--- src/rtl/sigma_delta_adc_scheduler.sv ---
// sigma_delta_adc_scheduler
//
// Time-multiplexes one sigma-delta ADC front end across NUM_CH analog inputs
// through an external analog mux. Channels are visited round-robin from an
// enable mask. After every mux change the ADC is held in reset while the mux
// settles, the CIC warm-up samples are dropped, and then SAMPLES_PER_CH
// samples are forwarded with their channel number on a valid/ready stream.
//
// Ports:
//   clk        system clock, shared with the ADC instance
//   rst        synchronous active-high reset
//   enable     run the scheduler while high
//   ch_mask    per-channel enable, bit i = channel i
//   adc_rst    reset for the ADC instance
//   mux_sel    analog mux select
//   adc_output ADC sample
//   adc_valid  ADC sample strobe (one cycle wide)
//   out_data   forwarded sample
//   out_ch     channel that produced out_data
//   out_valid  out_data/out_ch valid
//   out_ready  consumer accepts when out_valid && out_ready
//   busy       high in every state except IDLE
//   overrun    sticky flag: a sample was dropped under backpressure

module sigma_delta_adc_scheduler #(
  parameter int NUM_CH            = 4,
  parameter int ADC_BITLEN        = 16,
  parameter int MUX_SETTLE_CYCLES = 64,
  parameter int DISCARD_SAMPLES   = 3,
  parameter int SAMPLES_PER_CH    = 8
) (
  input  logic                      clk,
  input  logic                      rst,
  input  logic                      enable,
  input  logic [NUM_CH-1:0]         ch_mask,
  output logic                      adc_rst,
  output logic [$clog2(NUM_CH)-1:0] mux_sel,
  input  logic [ADC_BITLEN-1:0]     adc_output,
  input  logic                      adc_valid,
  output logic [ADC_BITLEN-1:0]     out_data,
  output logic [$clog2(NUM_CH)-1:0] out_ch,
  output logic                      out_valid,
  input  logic                      out_ready,
  output logic                      busy,
  output logic                      overrun
);

  localparam int CH_W       = $clog2(NUM_CH);
  localparam int SETTLE_W   = $clog2(MUX_SETTLE_CYCLES + 1);
  localparam int SAMPLE_MAX = (DISCARD_SAMPLES > SAMPLES_PER_CH) ? DISCARD_SAMPLES : SAMPLES_PER_CH;
  localparam int SAMPLE_W   = $clog2(SAMPLE_MAX + 1);

  // Terminal counts. DISCARD_LAST is unused when DISCARD_SAMPLES is 0
  // because SETTLE is then never entered.
  localparam logic [SETTLE_W-1:0] SETTLE_LAST  = SETTLE_W'(MUX_SETTLE_CYCLES - 1);
  localparam logic [SAMPLE_W-1:0] DISCARD_LAST = SAMPLE_W'(DISCARD_SAMPLES - 1);
  localparam logic [SAMPLE_W-1:0] VISIT_LAST   = SAMPLE_W'(SAMPLES_PER_CH - 1);

  typedef enum logic [2:0] {IDLE, SWITCH, SETTLE, CAPTURE, NEXT} state_t;

  state_t              state;
  state_t              state_next;
  logic [SETTLE_W-1:0] settle_cnt;
  logic [SAMPLE_W-1:0] sample_cnt;
  logic [CH_W-1:0]     lowest_ch;
  logic [CH_W-1:0]     next_ch;
  logic [CH_W-1:0]     load_ch;
  logic                load_mux;
  logic                next_found;
  logic                settle_done;
  logic                discard_done;
  logic                visit_done;
  logic                capture_stb;
  logic                slot_free;

  // Channel index base+step, wrapping at NUM_CH (which need not be a power of two).
  function automatic logic [CH_W-1:0] wrap_add(input logic [CH_W-1:0] base, input int step);
    return CH_W'((int'(base) + step) % NUM_CH);
  endfunction

  assign settle_done  = (settle_cnt == SETTLE_LAST);
  assign discard_done = adc_valid && (sample_cnt == DISCARD_LAST);
  assign visit_done   = adc_valid && (sample_cnt == VISIT_LAST);
  assign capture_stb  = (state == CAPTURE) && adc_valid;
  assign slot_free    = !out_valid || out_ready;

  // Channel search: lowest set bit for a start from IDLE, and the next set bit
  // above mux_sel (wrapping) for NEXT. The wrap search ends on mux_sel itself,
  // so a single enabled channel selects itself again.
  always_comb begin
    lowest_ch  = '0;
    next_ch    = mux_sel;
    next_found = 1'b0;
    for (int i = NUM_CH - 1; i >= 0; i--) begin
      if (ch_mask[CH_W'(i)]) lowest_ch = CH_W'(i);
    end
    for (int i = 1; i <= NUM_CH; i++) begin
      if (!next_found && ch_mask[wrap_add(mux_sel, i)]) begin
        next_found = 1'b1;
        next_ch    = wrap_add(mux_sel, i);
      end
    end
  end

  // State register
  always_ff @(posedge clk) begin
    if (rst) state <= IDLE;
    else     state <= state_next;
  end

  // Next-state logic, including when a new channel is loaded into the mux
  always_comb begin
    state_next = state;
    load_mux   = 1'b0;
    load_ch    = mux_sel;
    case (state)
      IDLE: begin
        if (enable && (ch_mask != '0)) begin
          state_next = SWITCH;
          load_mux   = 1'b1;
          load_ch    = lowest_ch;
        end
      end
      SWITCH: begin
        if (settle_done) state_next = (DISCARD_SAMPLES == 0) ? CAPTURE : SETTLE;
      end
      SETTLE: begin
        if (discard_done) state_next = CAPTURE;
      end
      CAPTURE: begin
        if (visit_done) state_next = NEXT;
      end
      NEXT: begin
        if (!enable || (ch_mask == '0)) begin
          state_next = IDLE;
        end else if (next_ch != mux_sel) begin
          state_next = SWITCH;
          load_mux   = 1'b1;
          load_ch    = next_ch;
        end else begin
          // Same channel again: the ADC keeps running, so no settle or discard.
          state_next = CAPTURE;
        end
      end
      default: state_next = IDLE;
    endcase
  end

  // Outputs decoded from the state
  always_comb begin
    adc_rst = (state == IDLE) || (state == SWITCH);
    busy    = (state != IDLE);
  end

  // Settle and sample counters clear on every state change; both stop at their
  // terminal count because the state always leaves on that same edge.
  always_ff @(posedge clk) begin
    if (rst) begin
      settle_cnt <= '0;
      sample_cnt <= '0;
      mux_sel    <= '0;
    end else begin
      if (state_next != state) begin
        settle_cnt <= '0;
        sample_cnt <= '0;
      end else begin
        if ((state == SWITCH) && !settle_done)
          settle_cnt <= settle_cnt + 1'b1;
        if (((state == SETTLE) || (state == CAPTURE)) && adc_valid)
          sample_cnt <= sample_cnt + 1'b1;
      end
      if (load_mux) mux_sel <= load_ch;
    end
  end

  // Single-entry output register. A capture strobe loads it if the slot is
  // empty or being drained this cycle; otherwise the sample is lost and the
  // sticky overrun flag records it.
  always_ff @(posedge clk) begin
    if (rst) begin
      out_data  <= '0;
      out_ch    <= '0;
      out_valid <= 1'b0;
      overrun   <= 1'b0;
    end else begin
      if (capture_stb && slot_free) begin
        out_data  <= adc_output;
        out_ch    <= mux_sel;
        out_valid <= 1'b1;
      end else if (out_valid && out_ready) begin
        out_valid <= 1'b0;
      end
      if (capture_stb && !slot_free) overrun <= 1'b1;
    end
  end

endmodule
--- config.mk ---
export PLATFORM = sky130hd
export DESIGN_NAME = sigma_delta_adc_scheduler
export DESIGN_NICKNAME = d
export VERILOG_FILES = /design/src/rtl/sigma_delta_adc_scheduler.sv
export SDC_FILE = /design/constraint.sdc
export NUM_CORES = 1
export LEC_CHECK = 0
export ABC_AREA = 0
export CAP_MARGIN = 5
export CORE_MARGIN = 2
export CORE_UTILIZATION = 40
export CTS_BUF_LIST = sky130_fd_sc_hd__clkbuf_16
export CTS_CLUSTER_SIZE = 16
export DETAILED_ROUTE_END_ITERATION = 10
export PLACE_DENSITY = 0.69
export SLEW_MARGIN = 20
export SYNTH_ARGS = -nofsm -noshare
export SYNTH_HDL_FRONTEND = slang
export SYNTH_SLANG_ARGS = --single-unit
--- constraint.sdc ---
create_clock -name clk -period 2.4 [get_ports clk]
set_clock_uncertainty 0.2 [all_clocks]
set_input_delay 0.72 -clock clk [delete_from_list [all_inputs] [get_ports clk]]
set_output_delay 0.72 -clock clk [all_outputs]
set_load 0.01 [all_outputs]
==> flow_summary.ini <==
[outcome]
status = finished clean

[placement]
preCtsSetupSlack_ns = -0.236
place.gp.congestion = 0.833
post-dp-hpwl_mm = 3.09
numPortBuffers = 48

[final_layout]
multi_input_area_um2 = 966
nFillCells = 359
area_growth_pct = 49.4
regArea_um2 = 721
drive_gt1_frac = 0.140
antennaDiodeCount = 0
finalNetCount = 306

[yosys]
ys_ff_latch = 36
yosys-top-cells-area = dfxtp_1, nand2_1, a21oi_1
netlist_area_mm2 = 0.00172
synth_seq_area_share = 0.418
ys.flop_type = dfxtp_1
synth.most_common_cell = nand2_1
synth_top_area_frac = 0.418
synth_common_cells = nand2_1, dfxtp_1, a21oi_1, nor2_1, nand2b_1
syn_area_per_cell_um2 = 8.13
synth_edf_count = 0
synth_top_cell_by_area = dfxtp_1
synth_nets = 240
syn_inst = 212
yosysWarningCount = 0
ys_async_sr_fraction = 0
yosysUniqueCellTypes = 48

[clocking]
cts_buffers = 5
cts-root-buf = clkbuf_16
holdBufCountCts = 0
numClockSinks = 36
cts_max_level = 2
clk-insertion-delay-late_ns = 0.27
cts_resized = 0
cts_tree = yes
postCtsSetupBuffers = 0
clk_pin_slew_worst_paths_ns = 0.05
cts.path.max_buffers = 2

[timing]
rsz0062_at_grt = false
worst_slew_pin_slew_ns = 0.448
slew_viol_final = 0
finalHoldViolations = 0
fin_crit_sh = 0.970
fin_setup_tns_ns = 0
slew_headroom = 0.693
max_freq_mhz = 430
setup_viol = 0
whs_ns = 0.250
period_needed_ns = 2.33
setup_slack_ns = 0.0725

[die]
core_mm2 = 0.00409
rows = 23
fp.dieW_um = 69.7
io_pins = 49
die_h_um = 69.7
fp.dieArea_mm2 = 0.00485
initial_core_util = 0.422

[detailed_routing]
drtIter0Drc = 90
drt_pre_antenna_iters = 4
drt_wl_total_mm = 4.23
wl_per_cell_um = 12.9
vias = 1684
viasPerCell = 5.12
antenna_left = 0
drc = 0

[power]
ir_worst_vdd_uv = 393
p_sw_frac = 0.200
p_leak_uw = 0.000977
seqPwrFrac = 0.418
power_frac_comb = 0.096
clkPwrFrac = 0.487
p_int_uw = 1170
total_power_uw = 1460
switching_power_uw = 291
power_density_mw_per_mm2 = 565

[job]
max_cap_violations = 0

[global_route]
grt_pass1_vias = 1516
grt_max_degree = 19
grt_pass1_wl_mm = 6.94
grt_remaining_overflow = 0
grt_use_total = 0.175
antenna_found_initial = 0

[setup_path]
startpoint = ch_mask[0]
crit_arrival_ns = 2.29
path_class = in -> reg
r2r_end = mux_sel[1]
reg2reg_depth = 5
end_kind = flop
crit_fanout = 3
cp.required_ns = 2.37
r2r-start = mux_sel[0]
startpoint_type = primary input
rrSetupSlack_ns = 0.41

[hold_path]
min_to = out_data[11]
hp-class = reg -> reg
worstHoldStart = out_data[11]
hold_depth = 2
-- worst max-delay path: stages --
cell and delay (ns):
clkdlybuf4s50_1 0.43, mux2_4 0.26, or4b_4 0.52, nand3_2 0.12, mux2i_1 0.20, nor2_1 0.05
-- area by class of cell --
class                           instances  share of cell area
Clock buffer                            5              0.0486
Clock inverter                          3              0.0146
Inverter                                3             0.00437
Multi-Input combinational cell        163               0.375
Sequential cell                        36               0.280
Tap cell                               50              0.0243
Timing Repair Buffer                   69               0.254
-- metal layers --
metal  GRT usage  vias up  share of wire
met3      0.0465        4          0.057
met5           0        -              0
met2       0.280       60           0.46
met4      0.0577        0         0.0099
li1            -      869              -
met1       0.229      751           0.47
-- power groups by stage --
stage | Sequential (uW) | Combinational (uW) | Clock, uW
5_1_grt | 608 | 152 | 757
2_1_floorplan | 620 | 56.7 | 0
4_1_cts | 608 | 135 | 727
6_report | 608 | 139 | 709
3_3_place_gp | 621 | 133 | 0
3_5_place_dp | 621 | 134 | 0
-- how the worst max path moves through the flow --
stage	to	slack, ns	depth (start not counted)
floorplan	mux_sel[1]	0.27	5
global placement	mux_sel[1]	-0.19	6
detailed placement	sample_cnt[1]	-0.24	6
CTS	adc_rst	0.008	2
global route	sample_cnt[1]	0.006	6
finish	mux_sel[1]	0.07	6
-- per-stage QoR --
| step | std cells | cell area [um^2] | utilization |
|---|---|---|---|
| 4_1_cts | 329 | 2550 | 0.625 |
| 6_report | 329 | 2580 | 0.630 |
| 3_3_place_gp | 321 | 2390 | 0.585 |
| 5_1_grt | 329 | 2580 | 0.630 |
| 3_5_place_dp | 321 | 2390 | 0.585 |
| 2_1_floorplan | 212 | 1720 | - |
-- layout by cell type (no fill, tap or decap), types with 2 or more instances in the layout --
master / n
nor2_1: 13
or2_1: 2
clkinv_1: 2
nor3_1: 2
clkdlybuf4s50_1: 47
clkbuf_16: 5
a21o_1: 2
o31ai_1: 2
and3b_1: 2
nand4_1: 3
nor2_2: 3
nand2_1: 52
buf_4: 20
o22ai_1: 2
xor2_1: 3
ha_1: 3
nor2b_1: 5
a31oi_1: 2
a21oi_1: 25
a311oi_1: 2
inv_1: 3
dfxtp_1: 36
nand2b_1: 7
nand3_1: 6
-- flip-flops by register name (all words and copies together), names as in the netlist --
| signal | cells |
|---|---|
| out_data | 16 |
| settle_cnt | 7 |
| sample_cnt | 4 |
| state | 3 |
| mux_sel | 2 |
| out_ch | 2 |
| out_valid | 1 |
| overrun | 1 |
-- kinds of logic after synthesis --
group,after synthesis,share of synthesized area
compound gates,48,0.187
xor+xnor,4,0.0203
fa+ha+maj,3,0.0218
buf+inv,13,0.0327
flops,36,0.418
mux,2,0.0145
simple gates,106,0.306
Power figures use the tool's default switching activity.
